$ cat config.mk
export PLATFORM = sky130hd
export DESIGN_NAME = midi_voice_alloc
export DESIGN_NICKNAME = d
export VERILOG_FILES = /design/src/rtl/midi_voice_alloc.sv
export SDC_FILE = /design/constraint.sdc
export NUM_CORES = 1
export LEC_CHECK = 0
export ABC_AREA = 0
export CORE_MARGIN = 1.5
export CORE_UTILIZATION = 39
export CTS_BUF_LIST = sky130_fd_sc_hd__clkbuf_2
export DETAILED_ROUTE_END_ITERATION = 10
export PLACE_DENSITY_LB_ADDON = 0.05
export SLEW_MARGIN = 20
export SYNTH_ARGS = -nofsm -noshare
export SYNTH_HDL_FRONTEND = slang
export SYNTH_SLANG_ARGS = --single-unit
$ cat constraint.sdc
create_clock -name clk -period 6.8 [get_ports clk]
set_input_delay 1.36 -clock clk [delete_from_list [all_inputs] [get_ports clk]]
set_output_delay 1.36 -clock clk [all_outputs]
set_load 0.03 [all_outputs]
$ cat src/rtl/midi_voice_alloc.sv
// Polyphonic voice allocator: maps decoded MIDI Note On/Off, pitch bend and
// All Notes Off onto a fixed pool of voices with retrigger/free/steal priority.
module midi_voice_alloc #(
   parameter int unsigned NUM_VOICES = 4,
   parameter bit          OMNI       = 1'b1,
   parameter logic [3:0]  CHANNEL    = 4'd0
) (
   input  logic                      clk,
   input  logic                      reset,
   input  logic                      midi_byte_ready,
   input  logic [7:0]                midi_byte0,
   input  logic [7:0]                midi_byte1,
   input  logic [7:0]                midi_byte2,
   output logic [NUM_VOICES-1:0]     voice_gate,
   output logic [7*NUM_VOICES-1:0]   voice_note,
   output logic [7*NUM_VOICES-1:0]   voice_velocity,
   output logic [NUM_VOICES-1:0]     voice_trigger,
   output logic [13:0]               pitch_bend
);

   localparam int unsigned IDX_W = (NUM_VOICES > 1) ? $clog2(NUM_VOICES) : 1;
   localparam int unsigned AGE_W = 8;

   typedef enum logic [1:0] {
      ST_IDLE  = 2'd0,
      ST_MATCH = 2'd1,
      ST_APPLY = 2'd2
   } state_t;

   state_t                            state_q, state_d;
   logic                              rdy_q, rdy_d;
   logic [3:0]                        status_q, status_d;
   logic [6:0]                        data1_q, data1_d;
   logic [6:0]                        data2_q, data2_d;
   logic [IDX_W-1:0]                  target_q, target_d;
   logic [NUM_VOICES-1:0]             gate_q, gate_d;
   logic [NUM_VOICES-1:0][6:0]        note_q, note_d;
   logic [NUM_VOICES-1:0][6:0]        vel_q, vel_d;
   logic [NUM_VOICES-1:0][AGE_W-1:0]  age_q, age_d;
   logic [NUM_VOICES-1:0]             trig_q, trig_d;
   logic [13:0]                       bend_q, bend_d;

   logic                              rise_c;
   logic                              chan_ok_c;
   logic                              note_on_c, note_off_c, bend_c, all_off_c;
   logic [IDX_W-1:0]                  target_c;
   logic                              unused_bits_c;

   assign rise_c        = midi_byte_ready & ~rdy_q;
   assign chan_ok_c     = OMNI || (midi_byte0[3:0] == CHANNEL);
   assign unused_bits_c = ^{midi_byte1[7], midi_byte2[7]};

   assign note_on_c  = (status_q == 4'h9) && (data2_q != 7'd0);
   assign note_off_c = (status_q == 4'h8) || ((status_q == 4'h9) && (data2_q == 7'd0));
   assign bend_c     = (status_q == 4'hE);
   assign all_off_c  = (status_q == 4'hB) && ((data1_q == 7'd120) || (data1_q == 7'd123));

   // Target voice: held same note, else lowest free, else oldest (ties low).
   always_comb begin
      logic             match_found, free_found;
      logic [IDX_W-1:0] match_idx, free_idx, old_idx;
      logic [AGE_W-1:0] old_age;
      match_found = 1'b0;
      free_found  = 1'b0;
      match_idx   = '0;
      free_idx    = '0;
      old_idx     = '0;
      old_age     = '0;
      for (int i = 0; i < NUM_VOICES; i++) begin
         if (!match_found && gate_q[i] && (note_q[i] == data1_q)) begin
            match_found = 1'b1;
            match_idx   = IDX_W'(i);
         end
         if (!free_found && !gate_q[i]) begin
            free_found = 1'b1;
            free_idx   = IDX_W'(i);
         end
         if (age_q[i] > old_age) begin
            old_age = age_q[i];
            old_idx = IDX_W'(i);
         end
      end
      target_c = match_found ? match_idx : (free_found ? free_idx : old_idx);
   end

   always_comb begin
      state_d  = state_q;
      rdy_d    = midi_byte_ready;
      status_d = status_q;
      data1_d  = data1_q;
      data2_d  = data2_q;
      target_d = target_q;
      gate_d   = gate_q;
      note_d   = note_q;
      vel_d    = vel_q;
      age_d    = age_q;
      trig_d   = '0;
      bend_d   = bend_q;
      case (state_q)
         ST_IDLE: begin
            if (rise_c && chan_ok_c) begin
               status_d = midi_byte0[7:4];
               data1_d  = midi_byte1[6:0];
               data2_d  = midi_byte2[6:0];
               state_d  = ST_MATCH;
            end
         end
         ST_MATCH: begin
            target_d = target_c;
            state_d  = ST_APPLY;
         end
         ST_APPLY: begin
            state_d = ST_IDLE;
            if (note_on_c) begin
               for (int i = 0; i < NUM_VOICES; i++) begin
                  if (IDX_W'(i) == target_q) begin
                     gate_d[i] = 1'b1;
                     note_d[i] = data1_q;
                     vel_d[i]  = data2_q;
                     trig_d[i] = 1'b1;
                     age_d[i]  = '0;
                  end else if (gate_q[i] && (age_q[i] != {AGE_W{1'b1}})) begin
                     age_d[i] = age_q[i] + AGE_W'(1);
                  end
               end
            end else if (note_off_c) begin
               for (int i = 0; i < NUM_VOICES; i++) begin
                  if (gate_q[i] && (note_q[i] == data1_q)) begin
                     gate_d[i] = 1'b0;
                  end
               end
            end else if (bend_c) begin
               bend_d = {data2_q, data1_q};
            end else if (all_off_c) begin
               gate_d = '0;
               age_d  = '0;
            end
         end
         default: state_d = ST_IDLE;
      endcase
   end

   // Edge register resets high so a level already present at release is ignored.
   always_ff @(posedge clk or negedge reset) begin
      if (!reset) begin
         state_q  <= ST_IDLE;
         rdy_q    <= 1'b1;
         status_q <= '0;
         data1_q  <= '0;
         data2_q  <= '0;
         target_q <= '0;
         gate_q   <= '0;
         note_q   <= '0;
         vel_q    <= '0;
         age_q    <= '0;
         trig_q   <= '0;
         bend_q   <= 14'h2000;
      end else begin
         state_q  <= state_d;
         rdy_q    <= rdy_d;
         status_q <= status_d;
         data1_q  <= data1_d;
         data2_q  <= data2_d;
         target_q <= target_d;
         gate_q   <= gate_d;
         note_q   <= note_d;
         vel_q    <= vel_d;
         age_q    <= age_d;
         trig_q   <= trig_d;
         bend_q   <= bend_d;
      end
   end

   assign voice_gate     = gate_q;
   assign voice_note     = note_q;
   assign voice_velocity = vel_q;
   assign voice_trigger  = trig_q;
   assign pitch_bend     = bend_q;

endmodule
---- Yosys cells after proc, flatten, opt, wreduce, memory -nomap -nowiden ----
Cells that the tools add are included.
storage, ports and cells
  register bits after elaboration ......... 133
  RAM bits ................................ 0
  bits of input ports ..................... 27
  memory bits (read-only) ................. 0
  memories ................................ 0
  output and inout port bits .............. 78
  bits in latches ......................... 0
operators by class
  eq/ne operators ......................... 35
  $mul .................................... 0
  shift operators ......................... 0
  reduce and logical (&&, ||, !) cells .... 50
  $lt $le $gt $ge ......................... 4
  bitwise operators ....................... 4
  muxes and demuxes ....................... 54
  divide/modulo/power cells ............... 0
  add/sub/neg operators ................... 4
operators by type and width
  operator                                                                         number
  32-bit 2-to-1 mux                                                                4
  8-bit 2-to-1 mux                                                                 11
  5-bit AND reduction                                                              8
  8-bit by 1-bit adder with 8-bit output, second input constant                    4
  8-bit inequality test, second input constant                                     4
  7-bit equality test                                                              4
  8-bit greater-than comparator                                                    3
  4-bit 2-to-1 mux                                                                 6
  1-bit 2-to-1 mux                                                                 23
  1-bit logical AND                                                                20
  2-bit 2-to-1 mux                                                                 9
  4-bit equality test, second input constant                                       4
  7-bit equality test, second input constant                                       2
  3-bit by 1-bit inequality test with 1-bit output, second input constant          4
  3-bit by 2-bit inequality test with 1-bit output, second input constant          4
  3-bit AND reduction                                                              4
  8-bit by 1-bit greater-than comparator with 1-bit output, second input constant  1
  1-bit logical NOT                                                                8
  2-bit by 1-bit inequality test with 1-bit output, second input constant          4
  7-bit logical NOT                                                                1
  7-bit nonzero test                                                               1
  2-bit inequality test, second input constant                                     3
  2-bit equality test, first input constant                                        2
  2-bit logical NOT                                                                2
  12 further kinds                                                                 15

---- Depth between registers and ports, before layout ----
  depth after elaboration ................. 16
  depth in mapped cells ................... 26
  gate-level depth less buffers ........... 24

---- Least setup slack after synthesis ----
Ideal clock, no wire load.
  kind .................................... reg-to-reg
  start point ............................. register age_q[1] in the netlist's numbering
  end point ............................... register target_q[1]
  arrival ................................. 4.959 ns
  path slack .............................. 1.704 ns
  required time ........................... 6.663 ns
  period minus slack after synthesis ...... 5.096 ns
  stages on the path, launching flop included .. 23
  path through ............................ dfrtp_1 inv_1 ha_1 nor4b_1 a21oi_1 ha_1 nand4_1 o22ai_1 buf_1 mux2i_1 ha_1 nor2b_1 o211ai_1 a21oi_1 o31ai_1 clkbuf_1 mux2_2 ha_1 a211oi_1 nor2_1 o31a_1 o311ai_0 a31oi_1
on the way
  longest elaborated chain between the ends .. 10
  elaborated cells between the ends (all ways) .. 11
  classes of those cells .................. order compare (4); mux (7)
ends and longest elaborated chain
  item                                                      line  source
  from (decl)                                               39    logic [NUM_VOICES-1:0][AGE_W-1:0] age_q, age_d;
  from (signal assigned)                                    168   age_q <= age_d;
  8-bit by 1-bit greater-than comparator with 1-bit output  78    if (age_q[i] > old_age) begin
  8-bit 2-to-1 mux *                                        78
  8-bit greater-than comparator                             78
  8-bit 2-to-1 mux *                                        78
  8-bit greater-than comparator                             78
  8-bit 2-to-1 mux                                          78
  8-bit greater-than comparator                             78
  2-bit 2-to-1 mux *                                        78
  2-bit 2-to-1 mux * (2 in a row)                           83    target_c = match_found ? match_idx : (free_found ? free_idx : old_idx);
  to (signal assigned)                                      164   target_q <= target_d;
  to (decl)                                                 35    logic [IDX_W-1:0] target_q, target_d;
Every way passes the cells marked *; elsewhere a longest branch is shown, timed or not.
A chain may end at the register's enable or synchronous reset.

---- Worst setup path in the final report ----
Ends and elaborated chain as after synthesis.

==> metrics.txt <==
Rel. slew slack=28.7%; count of final hold-check violations=0; clock share of power=between 20% and 30%; Leakage Power=about 0.0036 uW; die extent in x=135 microns; syn avg cell area=11.1 sq um; syn_nets=670; Setup TNS Final=0 ps; Critical Path RT=7440 ps; final worst-path setup slack=between 1000 and 1500 ps; CTS tree=done; Comb power frac=27.3%; multi-input logic area=around 3300 sq um; Core ar.=between 15000 and 20000 sq um; Tcrit/Tclk final=between 70% and 80%; vias in the first global route=roughly 5300; Worst Setup End Kind=register; grt total ovfl=0; Setup CP Type=register to register; Final #Nets=767; Least-Margin Pin Slew=around 1100 ps; Worst Skew=29.3 ps; die height=roughly 140 microns; commonest non-fill, non-tap cell in the layout=dfrtp_1; setup violators final=0; number of synthesized flops with an enable pin=0; mapped cell area=between 6000 and 7000 sq um; fraction of layout cells with a size suffix above 1=between 10% and 20%; dpl ws=1480 ps; postcts setup bufs=0; pin count of the biggest net entering global routing=73; Ports=105; drt via density=between 5 and 6; die area=18300 sq um; Yosys reg bits=between 100 and 150; Tot Pwr=roughly 2100 uW; RePlAce Congestion=0.811; hold_buf cts=0; number of library cell types mapped by synthesis=between 40 and 50; clock sink count=approximately 130; register area=~3300 sq um; WL final=about 17 mm; DR DRC count=0; unrepaired setup endpoints after global routing=no; initial drt markers=between 200 and 250; run status=finished clean; yosys warns=0; most frequent cells in the layout=131 x dfrtp_1, 97 x clkdlybuf4s50_1, 80 x mux2_2; WHS=around 520 ps; synthesized instance count=between 600 and 700; sequential power share=48.2%; Tmin final=~5300 ps; CP startpoint kind=register; Main synth FF type=dfrtp_1; PD cells=roughly 260 nW/um^2; Root Driver=clkbuf_2; hpwl dp=about 12 mm; critical path peak fanout=11; Worst Hold Class=register to register; Longest Clk Path Bufs=2; drt pass-1 iters=5; Worst IR Drop VDD=between 0.15 and 0.2 mV; H-Tree Depth=4; Routed Antenna Nets=0; DR WL/cell=~18 microns; DR vias=about 5200; TritonCTS Buffers=17; post-CTS sizing=0; number of port buffers=98; ys async rst share=100%; num rows=48; Sw Share=36.8%; net switching power=782 uW; register area share after synthesis=between 40% and 50%; Slew Limit Fails=0; Pint=between 1000 and 1500 uW; clk slew on worst S/H paths=about 230 ps; first-pass GRT wire length=27.6 mm; maximum clock rate=between 0.15 and 0.2 GHz; latest clock arrival within the worst-skew pair=between 700 and 800 ps; initial cell density of the core=39.6%; All-Layer GR Usage=19.7%; Area Overhead vs Synth=21.6%; initial antenna violation count=1; critical path arrival=about 6000 ps; Filler cells=between 1500 and 2000; maxcap violations=0
## synth_stat cells, drive strengths merged (2+ instances only)
| library cell | n | area (sq um) |
|---|---|---|
| nor3 | 6 | 30.0 |
| o41ai | 3 | 26.3 |
| a21oi | 23 | 115 |
| ha | 29 | 363 |
| clkbuf | 20 | 75.1 |
| dfstp | 2 | 52.6 |
| nor4b | 3 | 26.3 |
| o21a | 2 | 15.0 |
| mux2 | 94 | 1060 |
| and3 | 4 | 25.0 |
| nor4 | 2 | 12.5 |
| nand2b | 7 | 43.8 |
| buf | 7 | 40.0 |
| dfrtp | 131 | 3280 |
| a211oi | 2 | 15.0 |
| nor2 | 45 | 169 |
| a31oi | 9 | 56.3 |
| o22a | 3 | 26.3 |
| xnor2 | 28 | 245 |
| nor2b | 5 | 31.3 |
| o21ai | 55 | 279 |
| o211ai | 4 | 30.0 |
| or3 | 4 | 25.0 |
| inv | 26 | 97.6 |
| mux2i | 7 | 70.1 |
| o31ai | 14 | 105 |
| nand2 | 15 | 56.3 |
| nand4 | 23 | 144 |
| a21o | 3 | 22.5 |
| and2 | 4 | 25.0 |
| o31a | 2 | 17.5 |
| a41oi | 2 | 17.5 |
| nand3 | 18 | 90.1 |
| and4 | 2 | 17.5 |
## state kept, by name (all words and copies together), names as in the netlist
register and flops:
data2_q 7, voice_note 28, pitch_bend 14, voice_velocity 28
voice_trigger 4, data1_q 7, state_q 2, status_q 4
age_q 32, rdy_q 1, target_q 2, voice_gate 4
## per-stage QoR
stage | instances | cell area, sq um | util, %
floorplan | 614 | 6810 | -
CTS | 949 | 8270 | 48.1
global route | 951 | 8270 | 48.2
global placement | 917 | 8010 | 46.6
detailed placement | 917 | 8010 | 46.6
finish | 951 | 8270 | 48.2
## path summary, 6_finish.rpt
check / from / endpoint / slack [ps] / cells after the start
hold / removal: voice_velocity[1] / voice_velocity[1] / 520 / 1
setup reg to reg: age_q[1] / target_q[1] / 1490 / 22
min in group asynchronous: reset / age_q[3] / 550 / 1
hold reg to reg: voice_velocity[1] / voice_velocity[1] / 520 / 1
setup / recovery: age_q[1] / target_q[1] / 1490 / 22
max in group asynchronous: reset / voice_velocity[22] / 4900 / 2
## layout make-up
| type | instances | share of cell area (%) |
|---|---|---|
| timing repair buffer | 105 | 12.5 |
| tap | 225 | 3.40 |
| multi-input combinational | 428 | 39.5 |
| clock buffer | 18 | 1.09 |
| sequential | 133 | 40.3 |
| antenna | 2 | 0.0605 |
| clock inverter | 14 | 2.01 |
| inverter | 26 | 1.18 |
## kinds of logic after synthesis
logic type | after synthesis | synth area share (%)
AND/OR/NAND/NOR | 141 | 10.6
buffers and inverters | 53 | 3.13
AO/OA/AOI/OAI | 128 | 11.7
adder cells (fa/ha/maj) | 29 | 5.33
multiplexers | 101 | 16.6
flip-flops | 133 | 48.9
XOR/XNOR | 29 | 3.73
## power by group through the flow
stage	Sequential [uW]	Clock, uW	Combinational, uW
floorplan	1120	0	236
global placement	1040	0	581
detailed placement	1040	0	584
CTS	1030	538	587
global route	1040	570	622
finish	1020	520	581
## critical path, stage by stage (launching register included)
cell and delay (ps):
dfrtp_1 480, inv_1 150, ha_1 160, nor4b_1 310, a21oi_1 160, ha_1 310
nand4_1 100, o22ai_1 160, buf_4 230, mux2i_1 310, ha_1 290, nor2b_1 140
o211ai_1 150, a21oi_1 110, o31ai_1 200, buf_4 210, mux2_2 340, ha_1 290
a211oi_1 260, nor2_1 100, o31a_1 300, o311ai_0 330, a31oi_1 140
## metal layers
| metal | wire (microns) | track usage (%) | vias to the layer above |
|---|---|---|---|
| met1 | 7620 | 24.7 | 2610 |
| li1 | - | - | 2432 |
| met2 | 8340 | 32.0 | 125 |
| met4 | 360 | 6.75 | 0 |
| met3 | 1020 | 6.53 | 22 |
| met5 | 0 | 0 | - |
(Power assumes the default switching activity.)
